--- config.mk ---
export PLATFORM = sky130hd
export DESIGN_NAME = sopc_reset_run_ctrl
export DESIGN_NICKNAME = d
export VERILOG_FILES = /design/src/rtl/sopc_ctrl_pkg.sv /design/src/rtl/sopc_sat_counter.sv /design/src/rtl/sopc_reset_run_ctrl.sv
export SDC_FILE = /design/constraint.sdc
export NUM_CORES = 1
export LEC_CHECK = 0
export BUFFER_PORTS_ARGS = -buffer_cell sky130_fd_sc_hd__buf_2
export CORE_MARGIN = 3
export CORE_UTILIZATION = 44
export CTS_CLUSTER_DIAMETER = 150
export CTS_CLUSTER_SIZE = 28
export DETAILED_ROUTE_END_ITERATION = 7
export PLACE_DENSITY = 0.71
export SLEW_MARGIN = 20
export SYNTH_ARGS = -nofsm -noshare
export SYNTH_HDL_FRONTEND = slang
export SYNTH_SLANG_ARGS = --single-unit
--- constraint.sdc ---
create_clock -name clk -period 2.2 [get_ports clk]
set_clock_uncertainty 0.1 [all_clocks]
set_input_delay 0.66 -clock clk [delete_from_list [all_inputs] [get_ports clk]]
set_output_delay 0.66 -clock clk [all_outputs]
set_load 0.005 [all_outputs]
--- src/rtl/sopc_ctrl_pkg.sv ---
// Shared types and defaults for the SOPC reset-sequencing / run-control block.
package sopc_ctrl_pkg;

  typedef enum logic [1:0] {
    ST_HOLD    = 2'd0,
    ST_RELEASE = 2'd1,
    ST_RUN     = 2'd2,
    ST_DONE    = 2'd3
  } ctrl_state_e;

  localparam int DEF_HOLD      = 5;
  localparam int DEF_STAGGER   = 2;
  localparam int DEF_RUN_LIMIT = 50;

  // Ceiling log2, used to size the sequencing counter.
  function automatic int clog2(input int v);
    int r;
    r = 0;
    for (int i = 0; i < 31; i++)
      if ((1 << r) < v) r++;
    return r;
  endfunction

endpackage

--- src/rtl/sopc_sat_counter.sv ---
// Up-counter with synchronous clear and enable that sticks at all-ones.
module sopc_sat_counter #(
  parameter int W = 8
) (
  input  logic         clk,
  input  logic         i_clr,
  input  logic         i_en,
  output logic [W-1:0] o_cnt,
  output logic [W-1:0] o_nxt
);

  logic [W-1:0] r_cnt;

  assign o_nxt = (&r_cnt) ? r_cnt : r_cnt + W'(1);
  assign o_cnt = r_cnt;

  always_ff @(posedge clk) begin
    if (i_clr)     r_cnt <= '0;
    else if (i_en) r_cnt <= o_nxt;
  end

endmodule

--- src/rtl/sopc_reset_run_ctrl.sv ---
// Holds all reset domains, releases them in staggered order, then times the
// run until a halt request or the cycle limit ends it.
module sopc_reset_run_ctrl
  import sopc_ctrl_pkg::*;
#(
  parameter int NUM_RST     = 2,
  parameter int HOLD_CYCLES = DEF_HOLD,
  parameter int STAGGER     = DEF_STAGGER,
  parameter int RUN_LIMIT   = DEF_RUN_LIMIT,
  parameter int CNT_W       = 16
) (
  input  logic               clk,
  input  logic               rst,
  input  logic               restart_i,
  input  logic               halt_req_i,
  input  logic               free_run_i,
  output logic [NUM_RST-1:0] rst_out,
  output logic               running_o,
  output logic               done_o,
  output logic               timeout_o,
  output logic [CNT_W-1:0]   cycle_cnt_o
);

  localparam int LAST_REL = HOLD_CYCLES + (NUM_RST - 1) * STAGGER;
  localparam int HW       = clog2(LAST_REL + 2) + 1;

  ctrl_state_e        r_state, w_state_nxt;
  logic [NUM_RST-1:0] r_rst_out, w_rst_nxt, w_rel_hit;
  logic               r_running, r_done, r_timeout, w_timeout_nxt;
  logic [HW-1:0]      w_hold_cnt, w_hold_nxt;
  logic [CNT_W-1:0]   w_run_nxt;
  logic               w_in_seq, w_limit_hit;

  assign w_in_seq    = (r_state == ST_HOLD) || (r_state == ST_RELEASE);
  assign w_limit_hit = !free_run_i && (w_run_nxt == CNT_W'(RUN_LIMIT));

  // Hold counter keeps counting edges through RELEASE so every domain's
  // release point is a fixed edge number from the start of the sequence.
  sopc_sat_counter #(.W(HW)) u_hold_cnt (
    .clk   (clk),
    .i_clr (rst | restart_i),
    .i_en  (w_in_seq),
    .o_cnt (w_hold_cnt),
    .o_nxt (w_hold_nxt)
  );

  sopc_sat_counter #(.W(CNT_W)) u_run_cnt (
    .clk   (clk),
    .i_clr (rst | restart_i | w_in_seq),
    .i_en  (r_state == ST_RUN),
    .o_cnt (cycle_cnt_o),
    .o_nxt (w_run_nxt)
  );

  for (genvar k = 0; k < NUM_RST; k++) begin : g_rel
    assign w_rel_hit[k] = w_in_seq && (w_hold_nxt == HW'(HOLD_CYCLES + k * STAGGER));
  end

  always_ff @(posedge clk) begin
    if (rst) begin
      r_state   <= ST_HOLD;
      r_rst_out <= '1;
      r_running <= 1'b0;
      r_done    <= 1'b0;
      r_timeout <= 1'b0;
    end else begin
      r_state   <= w_state_nxt;
      r_rst_out <= w_rst_nxt;
      r_running <= (w_state_nxt == ST_RUN);
      r_done    <= (w_state_nxt == ST_DONE);
      r_timeout <= w_timeout_nxt;
    end
  end

  always_comb begin
    w_state_nxt = r_state;
    case (r_state)
      ST_HOLD:    if (w_hold_nxt == HW'(HOLD_CYCLES)) w_state_nxt = ST_RELEASE;
      ST_RELEASE: if (w_hold_cnt == HW'(LAST_REL))    w_state_nxt = ST_RUN;
      ST_RUN:     if (halt_req_i || w_limit_hit)      w_state_nxt = ST_DONE;
      default:    w_state_nxt = r_state;
    endcase
    if (restart_i) w_state_nxt = ST_HOLD;
  end

  // A halted run is never a timeout, even when the limit lands on the same edge.
  always_comb begin
    w_rst_nxt     = r_rst_out & ~w_rel_hit;
    w_timeout_nxt = r_timeout;
    if (restart_i) begin
      w_rst_nxt     = '1;
      w_timeout_nxt = 1'b0;
    end else if (r_state == ST_RUN && w_state_nxt == ST_DONE) begin
      w_rst_nxt     = '1;
      w_timeout_nxt = !halt_req_i;
    end
  end

  assign rst_out   = r_rst_out;
  assign running_o = r_running;
  assign done_o    = r_done;
  assign timeout_o = r_timeout;

endmodule
======== Word-level counts from Yosys, hierarchy flattened ========
Cells that the tools add are included.
word-level totals
  word-level logic and storage cells ...... 41
  output and inout port bits .............. 21
  input bits .............................. 5
  register bits ........................... 28
operators by class
  eq/ne operators ......................... 8
  bitwise gates (word level) .............. 4
  multiplexer cells ....................... 7
  reductions and logical operators ........ 13
  $add $sub $neg .......................... 2
operators with widths
  kind                                            count
  adder 16 x 1 -> 16 bit, second input constant   1
  == test 16 x 6 -> 1 bit, second input constant  1
  two-way mux 16 bit                              1
  AND reduction 16 bit                            1
  == test 5 x 3 -> 1 bit, second input constant   3
  two-way mux 2 bit                               4
  == test 2 bit, second input constant            3
  one-hot mux 2 bit (3 select lines)              1
  adder 5 x 1 -> 5 bit, second input constant     1
  two-way mux 5 bit                               1
  AND reduction 5 bit                             1
  logical AND 1 bit                               4
  OR reduction 3 bit                              1
  bitwise AND 2 bit                               1
  == test 2 x 1 -> 1 bit, second input constant   1
  zero test 1 bit                                 2
  zero test 2 bit                                 1
  logical OR 1 bit                                2
  inverter 2 bit                                  1
  bitwise OR 1 bit                                2
  OR reduction 2 bit                              1

======== Depth between registers and ports, before layout ========
Gate-level depths: netlist of the first run.
  word-level depth ........................ 11
  depth in mapped cells ................... 8
  mapped depth without buffers ............ 7

======== By module ========
A second synthesis of the first run with hierarchy kept.
unflattened totals
  cells, all modules ...................... 213
  area total of the unflattened synthesis .. 1775.5 um2
by module, submodules not included
  module                          seq. area each (um2)  cells an instance  times used  area an instance (um2)
  sopc_sat_counter at u_run_cnt   320.3                 136                1           1088.5
  sopc_reset_run_ctrl             140.1                 44                 1           382.9
  sopc_sat_counter at u_hold_cnt  100.1                 33                 1           304.0

======== Worst setup path after synthesis of the first run ========
OpenSTA, ideal clock, no wires.
  kind .................................... reg2reg
  from .................................... register u_run_cnt.r_cnt[0], in the netlist u_run_cnt.o_cnt[0]
  to ...................................... register u_run_cnt.r_cnt[7], in the netlist u_run_cnt.o_cnt[7]
  cell stages (with the launch flop) ...... 8
  clock period less this slack ............ 2.191 ns
  data arrival time ....................... 1.964 ns
  path buffers ............................ 0
  data required time ...................... 1.972 ns
  library setup time ...................... 0.128 ns
  slack ................................... 0.009 ns
  cells stage by stage .................... dfxtp_1 > ha_1 > nand4_1 > or3_1 > o21ba_2 > and4_1 > xnor2_1 > nor2_1
between the ends
  cells in the longest elaborated chain, start to end .. 2
  elaborated cells on any way between the ends .. 3
  classes of those cells .................. 1 x add/sub; 1 x mux; 1 x reduce/logical
ends and longest elaborated chain
  item                                                                   line                    source
  from (decl)                                                            sopc_sat_counter.sv:12  logic [W-1:0] r_cnt;
  from (signal assigned)                                                 sopc_sat_counter.sv:19  else if (i_en) r_cnt <= o_nxt;
  adder 16 x 1 -> 16 bit / AND reduction 16 bit (equally long branches)  sopc_sat_counter.sv:14  assign o_nxt = (&r_cnt) ? r_cnt : r_cnt + W'(1);
  two-way mux 16 bit *                                                   sopc_sat_counter.sv:14
Every way passes the cells marked *; elsewhere a longest branch is shown, timed or not.
A chain may end at the register's enable or synchronous reset.

======== Worst setup path after layout of the first run ========
  from .................................... register u_run_cnt.r_cnt[8], in the netlist u_run_cnt.o_cnt[8]
  to ...................................... register r_state[0]
between the ends
  cells in the longest elaborated chain, start to end .. 8
  elaborated cells on any way between the ends .. 9
  classes of those cells .................. 1 x add/sub; 1 x eq/ne; 4 x mux; 3 x reduce/logical
ends and longest elaborated chain
  item                                                                   line                       source
  adder 16 x 1 -> 16 bit / AND reduction 16 bit (equally long branches)  sopc_sat_counter.sv:14
  two-way mux 16 bit *                                                   sopc_sat_counter.sv:14
  == test 16 x 6 -> 1 bit *                                              sopc_reset_run_ctrl.sv:35  assign w_limit_hit = !free_run_i && (w_run_nxt == CNT_W'(RUN_LIMIT));
  logical AND 1 bit *                                                    sopc_reset_run_ctrl.sv:35
  logical OR 1 bit *                                                     sopc_reset_run_ctrl.sv:80  ST_RUN: if (halt_req_i || w_limit_hit) w_state_nxt = ST_DONE;
  two-way mux 2 bit *                                                    sopc_reset_run_ctrl.sv:80
  one-hot mux 2 bit (3 select lines) *                                   sopc_reset_run_ctrl.sv:77  case (r_state)
  two-way mux 2 bit *                                                    sopc_reset_run_ctrl.sv:83  if (restart_i) w_state_nxt = ST_HOLD;
  to (signal assigned)                                                   sopc_reset_run_ctrl.sv:67  r_state <= w_state_nxt;
  to (decl)                                                              sopc_reset_run_ctrl.sv:27  ctrl_state_e r_state, w_state_nxt;
Marked as above.

==> results of run 1 <==
==> per-layer routing <==
metal / track usage, % / vias to the layer above / share of wire, %
li1: - / 827 / -
met5: 0 / - / 0
met2: 30.13 / 38 / 44
met1: 30.82 / 787 / 50
met4: 5.063 / 0 / 1.2
met3: 3.161 / 7 / 5.0
==> worst min path at each step <==
stage	slack, ns	startpoint	endpoint	cells past startpoint
floorplan	0.36	timeout_o	timeout_o	2
global placement	0.36	rst_out[0]	rst_out[0]	2
detailed placement	0.38	rst_out[1]	rst_out[1]	2
CTS	0.41	rst_out[1]	rst_out[1]	2
global route	0.43	timeout_o	timeout_o	2
finish	0.40	rst_out[1]	rst_out[1]	2
==> power groups by stage <==
stage	Sequential, W	Combinational [W]	Clock, W
final	0.000512	0.0000189	0.000409
after global routing	0.000513	0.0000224	0.000441
after CTS	0.000512	0.0000185	0.000420
after detailed placement	0.000523	0.0000186	0
after global placement	0.000523	0.0000181	0
after floorplan	0.000522	0.00000967	0
==> timing repair <==
action,4_1_cts,5_1_grt
setup buffers,0,0
endpoints found under the setup margin,0,4
resized for setup,0,7
==> cell families after synthesis <==
| group | Yosys count | synth area share (%) |
|---|---|---|
| AO/OA/AOI/OAI | 45 | 18.71 |
| XOR/XNOR | 12 | 6.288 |
| adder cells (fa/ha/maj) | 2 | 1.497 |
| buffers and inverters | 14 | 4.416 |
| flip-flops | 28 | 33.53 |
| multiplexers | 3 | 1.871 |
| AND/OR/NAND/NOR | 100 | 33.68 |
==> flip-flops by register name (all words and copies together), names as in the netlist <==
register / cells
u_hold_cnt.o_cnt: 5
timeout_o: 1
u_run_cnt.o_cnt: 16
done_o: 1
r_state: 2
rst_out: 2
running_o: 1
==> final cells by class <==
cell class	instances	share of cell area [%]
clock buffer	3	2.043
clock inverter	1	1.486
inverter	4	0.7430
multi-input combinational	162	52.07
sequential	28	27.93
tap	46	2.848
timing repair buffer	43	12.88
==> critical path, cell delays in order (launching register included) <==
cell	delay (ns)
dfxtp_1	0.42
nand4_2	0.21
or4_1	0.55
a2bb2oi_1	0.22
a211oi_2	0.12
a31o_1	0.22
and2_1	0.15
==> layout by cell type (no fill, tap or decap), types with 2 or more instances in the layout <==
master and instances:
a21oi_1 12, a31oi_1 8, a41oi_1 2, and2_1 4, and3_1 4, and4_1 3
buf_2 25, buf_4 18, clkbuf_8 3, dfxtp_1 25, dfxtp_2 3, ha_2 2
inv_1 4, mux2i_1 2, nand2_1 16, nand3_1 8, nand3b_1 2, nand4_1 6
nor2_1 24, nor2b_1 4, nor3_1 8, nor4_1 3, nor4b_1 2, o21a_1 2
o21ai_0 9, or3_1 4, xnor2_1 9, xor2_1 3
==> per-stage QoR <==
step	setup TNS, ns	std cells	cell area (um^2)	utilization (%)	setup WS (ns)
6_report	0	287	2021	57.82	0.1080
5_1_grt	-0.0001232	287	2021	57.82	-0.0001232
4_1_cts	0	287	2002	57.29	0.07410
3_5_place_dp	0	283	1931	55.25	0.09769
3_3_place_gp	0	283	1931	55.25	0.1375
2_1_floorplan	0	204	1672	-	0.008568
==> impl_metrics.py, run 1 <==
metrics = {
    "run_status": {
        "status": "complete, no violations",
    },
    "route": {
        "via_per_inst": 5.780,
        "post-route-drc-count": 0,
        "drt-pass1-iter-count": 4,
        "drt-wirelength-per-cell_um": 14.56,
        "drtIter0Drc": 118,
        "finalWirelength_um": 4180,
        "vias": 1659,
        "ant_nets": 0,
    },
    "yosys": {
        "async_flop_share_pct": 0,
        "ys_warn_count": 0,
        "synth.area.top_cells": "dfxtp_1 (34%), nor2_1 (5.4%), xnor2_1 (4.7%)",
        "syn_nets": 211,
        "syn-cell-area_um2": 1672,
        "postSynthAreaPerCell_um2": 8.194,
        "synth_most_common_cell": "dfxtp_1",
        "ys_seq_area_share_pct": 33.53,
        "synth_edf_count": 0,
        "yosysTopAreaCellShare_pct": 33.53,
        "ys.flop_type": "dfxtp_1",
        "synth_commonest_cells": "dfxtp_1 (28), nor2_1 (24), nand2_1 (16), a21oi_1 (12)",
        "synth.ff_latch_count": 28,
        "synthCells": 204,
        "yosys.area.top_type": "dfxtp_1",
        "synth_cell_types": 51,
    },
    "setup_path": {
        "crit_end": "r_state[0]",
        "end_kind": "register",
        "worstSetupPathType": "reg -> reg",
        "r2r-start": "u_run_cnt.o_cnt[8]",
        "critPathRequiredTime_ns": 2.28,
        "reg2reg_setup_slack_ns": 0.11,
        "critPathMaxFanout": 5,
        "reg2reg_to": "r_state[0]",
        "startpoint": "u_run_cnt.o_cnt[8]",
        "cp.arrival_ns": 2.17,
        "ff2ff_path_depth": 6,
        "worstSetupStartpointType": "register",
    },
    "die": {
        "start_util_pct": 47.83,
        "die_area_um2": 4574,
        "dieHeight_um": 67.64,
        "fp-row-count": 21,
        "coreArea_um2": 3495,
        "die_x_um": 67.64,
        "io_pins": 26,
    },
    "grt": {
        "grt_start_max_net_pins": 17,
        "grt_pass1_wl_um": 7113,
        "track_usage_pct": 20.52,
        "antenna_found_initial": 0,
        "overflow": 0,
        "grt_pass1_vias": 1451,
    },
    "power": {
        "combPwrFrac_pct": 2.0,
        "p_clk_share_pct": 43.5,
        "cellPowerDensity_nw_per_um2": 464.9,
        "p_total_w": 0.0009394,
        "p_sw_w": 0.0001782,
        "leakage_nw": 0.7887,
        "p_sw_share_pct": 18.97,
        "ir_drop_uv": 239.3,
        "p_seq_share_pct": 54.5,
        "power.internal_w": 0.0007613,
    },
    "clock_network": {
        "cts_tree": "built",
        "htreeDepth": 1,
        "clock_path_buffers": 2,
        "cts_buffers": 3,
        "clk_pin_slew_ns": 0.10,
        "ctsHoldBuffers": 0,
        "cts_num_sinks": 28,
        "clockRootBuffer": "clkbuf_8",
        "clk_latency_ns": 0.28,
    },
    "timing": {
        "maxSlewViolCount": 0,
        "max_freq_ghz": 0.4780,
        "hold_ws_ns": 0.3991,
        "min_period_ns": 2.092,
        "final-setup-viol-count": 0,
        "hold_viol_final": 0,
        "max-slew-margin-rel_pct": 65.83,
        "min_period_over_period_pct": 95.09,
        "tightest_slew_ns": 0.5118,
    },
    "place": {
        "hpwl_um": 3247,
        "numPortBuffers": 25,
        "place.gp.congestion": 0.9132,
    },
    "finish": {
        "area_growth_pct": 20.88,
        "seqCellArea_um2": 564.3,
        "n_antenna_cell": 0,
        "drive_above_1_share_pct": 25.73,
        "finalNetCount": 249,
        "multiInputGateArea_um2": 1052,
        "fill_cells": 332,
    },
    "min_path": {
        "hp-class": "reg -> reg",
    },
    "run": {
        "maxCapViolCount": 0,
    },
}
Power figures use the tool's default switching activity.
==> inputs of run 2 (changes only) <==
- CAP_MARGIN: default -> 20
- PLACE_DENSITY: 0.71 -> 0.67
==> impl_metrics.py, run 2 (synthesized netlist as in run 1, its figures left out) <==
metrics = {
    "setup_path": {
        "end_kind": "register",
        "reg2reg_setup_slack_ns": 0.12,
        "crit_chain": "nand4_2, or4_1, a2bb2oi_1, a211oi_2, a31o_1, and2_1",
        "crit_path_max_incr_delay_ns": 0.54,
        "worstSetupPathType": "reg -> reg",
        "r2r-start": "u_run_cnt.o_cnt[7]",
        "ff2ff_path_depth": 6,
        "worst_path_max_delay_cell": "or4_1",
        "cp.arrival_ns": 2.16,
        "critPathRequiredTime_ns": 2.27,
        "worstSetupStartpointType": "register",
        "critPathMaxFanout": 6,
        "reg2reg_to": "r_state[0]",
    },
    "power": {
        "p_sw_share_pct": 17.71,
        "leakage_nw": 0.8140,
        "power.internal_w": 0.0007605,
        "p_clk_share_pct": 42.6,
        "p_seq_share_pct": 55.3,
        "ir_drop_uv": 530.4,
        "p_sw_w": 0.0001637,
        "combPwrFrac_pct": 2.1,
        "p_total_w": 0.0009243,
        "cellPowerDensity_nw_per_um2": 450.4,
    },
    "die": {
        "io_pins": 26,
        "fp-row-count": 21,
        "die_x_um": 67.64,
        "coreArea_um2": 3495,
        "dieHeight_um": 67.64,
        "start_util_pct": 47.83,
        "die_area_um2": 4574,
    },
    "route": {
        "via_per_inst": 5.632,
        "finalWirelength_um": 4094,
        "drt-pass1-iter-count": 4,
        "ant_nets": 0,
        "post-route-drc-count": 0,
        "vias": 1639,
        "drt-wirelength-per-cell_um": 14.07,
        "drtIter0Drc": 104,
    },
    "timing": {
        "min_period_ns": 2.084,
        "hold_viol_final": 0,
        "grt_setup_unrepaired": "false",
        "setup_ws_ns": 0.1164,
        "maxSlewViolCount": 0,
        "max_freq_ghz": 0.4799,
        "tightest_slew_ns": 0.4248,
        "setup_tns_ns": 0,
        "min_period_over_period_pct": 94.71,
        "final-setup-viol-count": 0,
        "max-slew-margin-rel_pct": 71.31,
    },
    "clock_network": {
        "cts_buffers": 3,
        "post-cts-setup-buffers": 0,
        "ctsHoldBuffers": 0,
        "cts_tree": "built",
        "clk_pin_slew_ns": 0.09,
        "cts_num_sinks": 28,
        "clockRootBuffer": "clkbuf_8",
        "clock_path_buffers": 2,
        "htreeDepth": 1,
        "cts_resized": 0,
        "clk_latency_ns": 0.27,
    },
    "finish": {
        "n_antenna_cell": 0,
        "instances_no_fill": 291,
        "fill_cells": 338,
        "finalNetCount": 253,
        "area_growth_pct": 22.75,
        "multiInputGateArea_um2": 1055,
        "mostFrequentLayoutCell": "dfxtp_1",
        "largest_reg_flops": 16,
        "drive_above_1_share_pct": 26.12,
        "mostFrequentLayoutCells": "dfxtp_1 (26), buf_2 (25), nor2_1 (24)",
        "seqCellArea_um2": 563.0,
    },
    "grt": {
        "antenna_found_initial": 0,
        "grt_pass1_vias": 1434,
        "track_usage_pct": 19.31,
        "grt_start_max_net_pins": 17,
        "overflow": 0,
        "grt_pass1_wl_um": 6706,
    },
    "min_path": {
        "hold_depth": 2,
        "hold_end": "rst_out[0]",
        "hp-class": "reg -> reg",
        "min_from": "rst_out[0]",
    },
    "place": {
        "dp_slack_ns": 0.06534,
        "place_inst": 287,
        "hpwl_um": 3208,
        "numPortBuffers": 25,
        "place.gp.congestion": 0.9569,
    },
    "run_status": {
        "status": "complete, no violations",
    },
    "run": {
        "maxCapViolCount": 0,
    },
}
==> run 2: metal layers <==
layer | part of all wire (%) | track usage, % | vias to the layer above
met5 | 0 | 0 | -
met4 | 1.7 | 4.810 | 0
met3 | 4.8 | 4.160 | 8
met2 | 43 | 29.28 | 39
met1 | 51 | 27.55 | 757
li1 | - | - | 835
==> run 2: worst max path at each step <==
stage,from,end,cells past startpoint
2_1_floorplan,u_run_cnt.o_cnt[0],u_run_cnt.o_cnt[7],7
3_3_place_gp,u_run_cnt.o_cnt[3],done_o,6
3_5_place_dp,u_run_cnt.o_cnt[3],r_state[0],6
4_1_cts,u_run_cnt.o_cnt[3],r_state[0],6
5_1_grt,u_run_cnt.o_cnt[1],done_o,7
6_report,u_run_cnt.o_cnt[7],r_state[0],6
==> run 2: power by group through the flow <==
stage                     clock, W  combinational (W)  sequential (W)
after global placement           0          0.0000185        0.000523
after global routing      0.000431          0.0000218        0.000512
after CTS                 0.000409          0.0000189        0.000511
after detailed placement         0          0.0000188        0.000523
final                     0.000394          0.0000191        0.000511
after floorplan                  0         0.00000967        0.000522
==> run 2: stage by stage <==
stage / hold WS (ns) / util (%) / area [um^2]
after floorplan: 0.3605 / - / 1672
after global placement: 0.3654 / 56.10 / 1961
after detailed placement: 0.3642 / 56.10 / 1961
after CTS: 0.3873 / 58.15 / 2032
after global routing: 0.4249 / 58.72 / 2052
final: 0.3793 / 58.72 / 2052
==> run 2: cell type report <==
type	instances	share of cell area, %
Inverter	4	0.7317
Tap cell	46	2.805
Timing Repair Buffer	47	14.15
Sequential cell	28	27.44
Clock buffer	3	2.012
Multi-Input combinational cell	162	51.40
Clock inverter	1	1.463
==> run 2: critical path, delay by kind of cell (launching register included) <==
kind,cells,cell delay (ns)
and+or+nand+nor,3,0.89
AOI/OAI and AO/OA,3,0.55
DFF,1,0.44
==> inputs of run 3 (changes only) <==
- SYNTH_HIERARCHICAL: default -> 1
==> impl_metrics.py, run 3 <==
metrics = {
    "run_status": {
        "status": "finished with violations",
        "violations": "negative setup slack",
    },
    "timing": {
        "max_freq_ghz": 0.4060,
        "min_period_over_period_pct": 111.9,
        "maxSlewViolCount": 0,
        "setup_ws_ns": -0.2629,
        "min_period_ns": 2.463,
        "grt_setup_unrepaired": "true",
        "hold_viol_final": 0,
        "final-setup-viol-count": 6,
        "max-slew-margin-rel_pct": 70.05,
        "tightest_slew_ns": 0.4452,
    },
    "clock_network": {
        "clk_latency_ns": 0.28,
        "clock_path_buffers": 2,
        "cts_buffers": 3,
        "clockRootBuffer": "clkbuf_8",
        "cts_num_sinks": 28,
        "htreeDepth": 1,
        "ctsHoldBuffers": 0,
        "cts_tree": "built",
        "clk_pin_slew_ns": 0.10,
    },
    "route": {
        "via_per_inst": 5.674,
        "ant_nets": 0,
        "drtIter0Drc": 95,
        "vias": 1878,
        "drt-pass1-iter-count": 4,
        "drt-wirelength-per-cell_um": 14.18,
        "post-route-drc-count": 0,
        "finalWirelength_um": 4692,
    },
    "place": {
        "hpwl_um": 3366,
        "numPortBuffers": 25,
        "placed_area_um2": 2255,
        "place.gp.congestion": 0.8057,
        "dp_slack_ns": -0.3095,
        "place_inst": 320,
    },
    "yosys": {
        "postSynthAreaPerCell_um2": 8.335,
        "synth_commonest_cells": "dfxtp_1 (28), a21oi_1 (16), nand2_1 (15), nor2_1 (13), o21ai_0 (12)",
        "synth_most_common_cell": "dfxtp_1",
        "synthCells": 213,
        "synth.ff_latch_count": 28,
        "ys.flop_type": "dfxtp_1",
        "synth_edf_count": 0,
        "synth.area.top_cells": "dfxtp_1 (32%), a21oi_1 (4.5%), xor2_1 (3.9%)",
        "syn_nets": 220,
        "async_flop_share_pct": 0,
        "ys_warn_count": 6,
        "synth_cell_types": 53,
        "ys_seq_area_share_pct": 31.57,
        "yosys.area.top_type": "dfxtp_1",
        "yosysTopAreaCellShare_pct": 31.57,
        "syn-cell-area_um2": 1775,
    },
    "finish": {
        "area_growth_pct": 38.34,
        "finalNetCount": 291,
        "drive_above_1_share_pct": 37.46,
        "fin_util_pct": 65.13,
        "mostFrequentLayoutCell": "buf_4",
        "mostFrequentLayoutCells": "buf_4 (48), dfxtp_1 (26), buf_2 (25)",
        "n_antenna_cell": 0,
        "fin_area_um2": 2456,
        "largest_reg_flops": 16,
        "instances_no_fill": 331,
    },
    "run": {
        "maxCapViolCount": 0,
    },
    "die": {
        "fp-row-count": 22,
        "start_util_pct": 47.08,
        "die_x_um": 69.52,
        "io_pins": 26,
        "coreArea_um2": 3771,
        "die_area_um2": 4833,
        "dieHeight_um": 69.52,
    },
    "min_path": {
        "hp-class": "reg -> reg",
    },
    "power": {
        "leakage_nw": 1.078,
        "ir_drop_uv": 333.2,
        "cellPowerDensity_nw_per_um2": 340.1,
    },
    "grt": {
        "grt_pass1_wl_um": 8066,
        "antenna_found_initial": 0,
        "track_usage_pct": 19.72,
        "grt_start_max_net_pins": 20,
        "grt_pass1_vias": 1719,
        "overflow": 0,
    },
    "setup_path": {
        "end_kind": "register",
        "critPathMaxFanout": 5,
        "worstSetupStartpointType": "register",
        "crit_end": "running_o",
        "reg2reg_to": "running_o",
        "ff2ff_path_depth": 9,
        "r2r-start": "u_run_cnt/o_cnt[0]",
        "cp.arrival_ns": 2.54,
        "reg2reg_setup_slack_ns": -0.26,
        "critPathRequiredTime_ns": 2.28,
        "startpoint": "u_run_cnt/o_cnt[0]",
        "worstSetupPathType": "reg -> reg",
    },
}
## run 3: cell families (layout without fill, tap and decap cells)
logic type      Yosys count  count (layout)  share of synthesized area (%)
compound gates           52              52                          19.52
xor+xnor                 10              10                          4.933
fa+ha+maj                 2               2                          1.409
buf+inv                  20              90                          5.426
flops                    28              28                          31.57
mux                       6               6                          3.594
simple gates             95              95                          33.54
## run 3: cell type report
| type | instances | area (um^2) |
|---|---|---|
| tap | 48 | 60.06 |
| fill | 316 | 1315 |
| sequential | 28 | 568.0 |
| timing repair buffer | 76 | 528.0 |
| multi-input combinational | 165 | 1217 |
| inverter | 10 | 37.54 |
| clock buffer | 4 | 45.04 |
## run 3: power by group
part           switching, W  internal [W]  leakage (nW)
Combinational     0.0000172     0.0000144         0.828
Clock              0.000166      0.000130        0.0228
Sequential       0.00000130      0.000506         0.227
Total              0.000185      0.000651          1.08
## run 3: critical path: stages, from the launching register on
cell and delay (ns):
dfxtp_4 0.37, buf_6 0.11, and4_4 0.26, nand2_4 0.06, nor4_4 0.22, mux2_4 0.35
nor4_4 0.26, and4b_2 0.30, a32oi_2 0.13, and3b_1 0.19
## run 3: routing by layer
metal  wire (um)  track usage [%]  part of all wire (%)
met2        2180            32.31                    46
met3         117            3.188                   2.5
met1        2322            27.18                    49
met4          71            4.338                   1.5
met5           0                0                     0
## run 3: how the worst min path moves through the flow
stage	from	cells past startpoint	slack, ns	end
after global routing	timeout_o	2	0.40	timeout_o
after floorplan	timeout_o	2	0.34	timeout_o
after global placement	timeout_o	2	0.34	timeout_o
after CTS	timeout_o	2	0.36	timeout_o
final	timeout_o	2	0.36	timeout_o
after detailed placement	timeout_o	2	0.34	timeout_o
## run 3: stage by stage
| step | setup TNS, ns | hold slack (ns) | total power, W |
|---|---|---|---|
| CTS | -0.7066 | 0.3589 | 0.0008380 |
| finish | -1.032 | 0.3594 | 0.0008354 |
| global route | -1.854 | 0.3991 | 0.0008684 |
| floorplan | -0.9546 | 0.3418 | 0.0005359 |
| global placement | -0.7430 | 0.3401 | 0.0005492 |
| detailed placement | -1.337 | 0.3448 | 0.0005498 |
## run 3: timing repair
| item | in CTS | in global routing |
|---|---|---|
| gates resized for setup | 7 | 10 |
| buffers inserted | 1 | 6 |
| endpoints found under the setup margin | 6 | 6 |
| pin swaps | 2 | 11 |
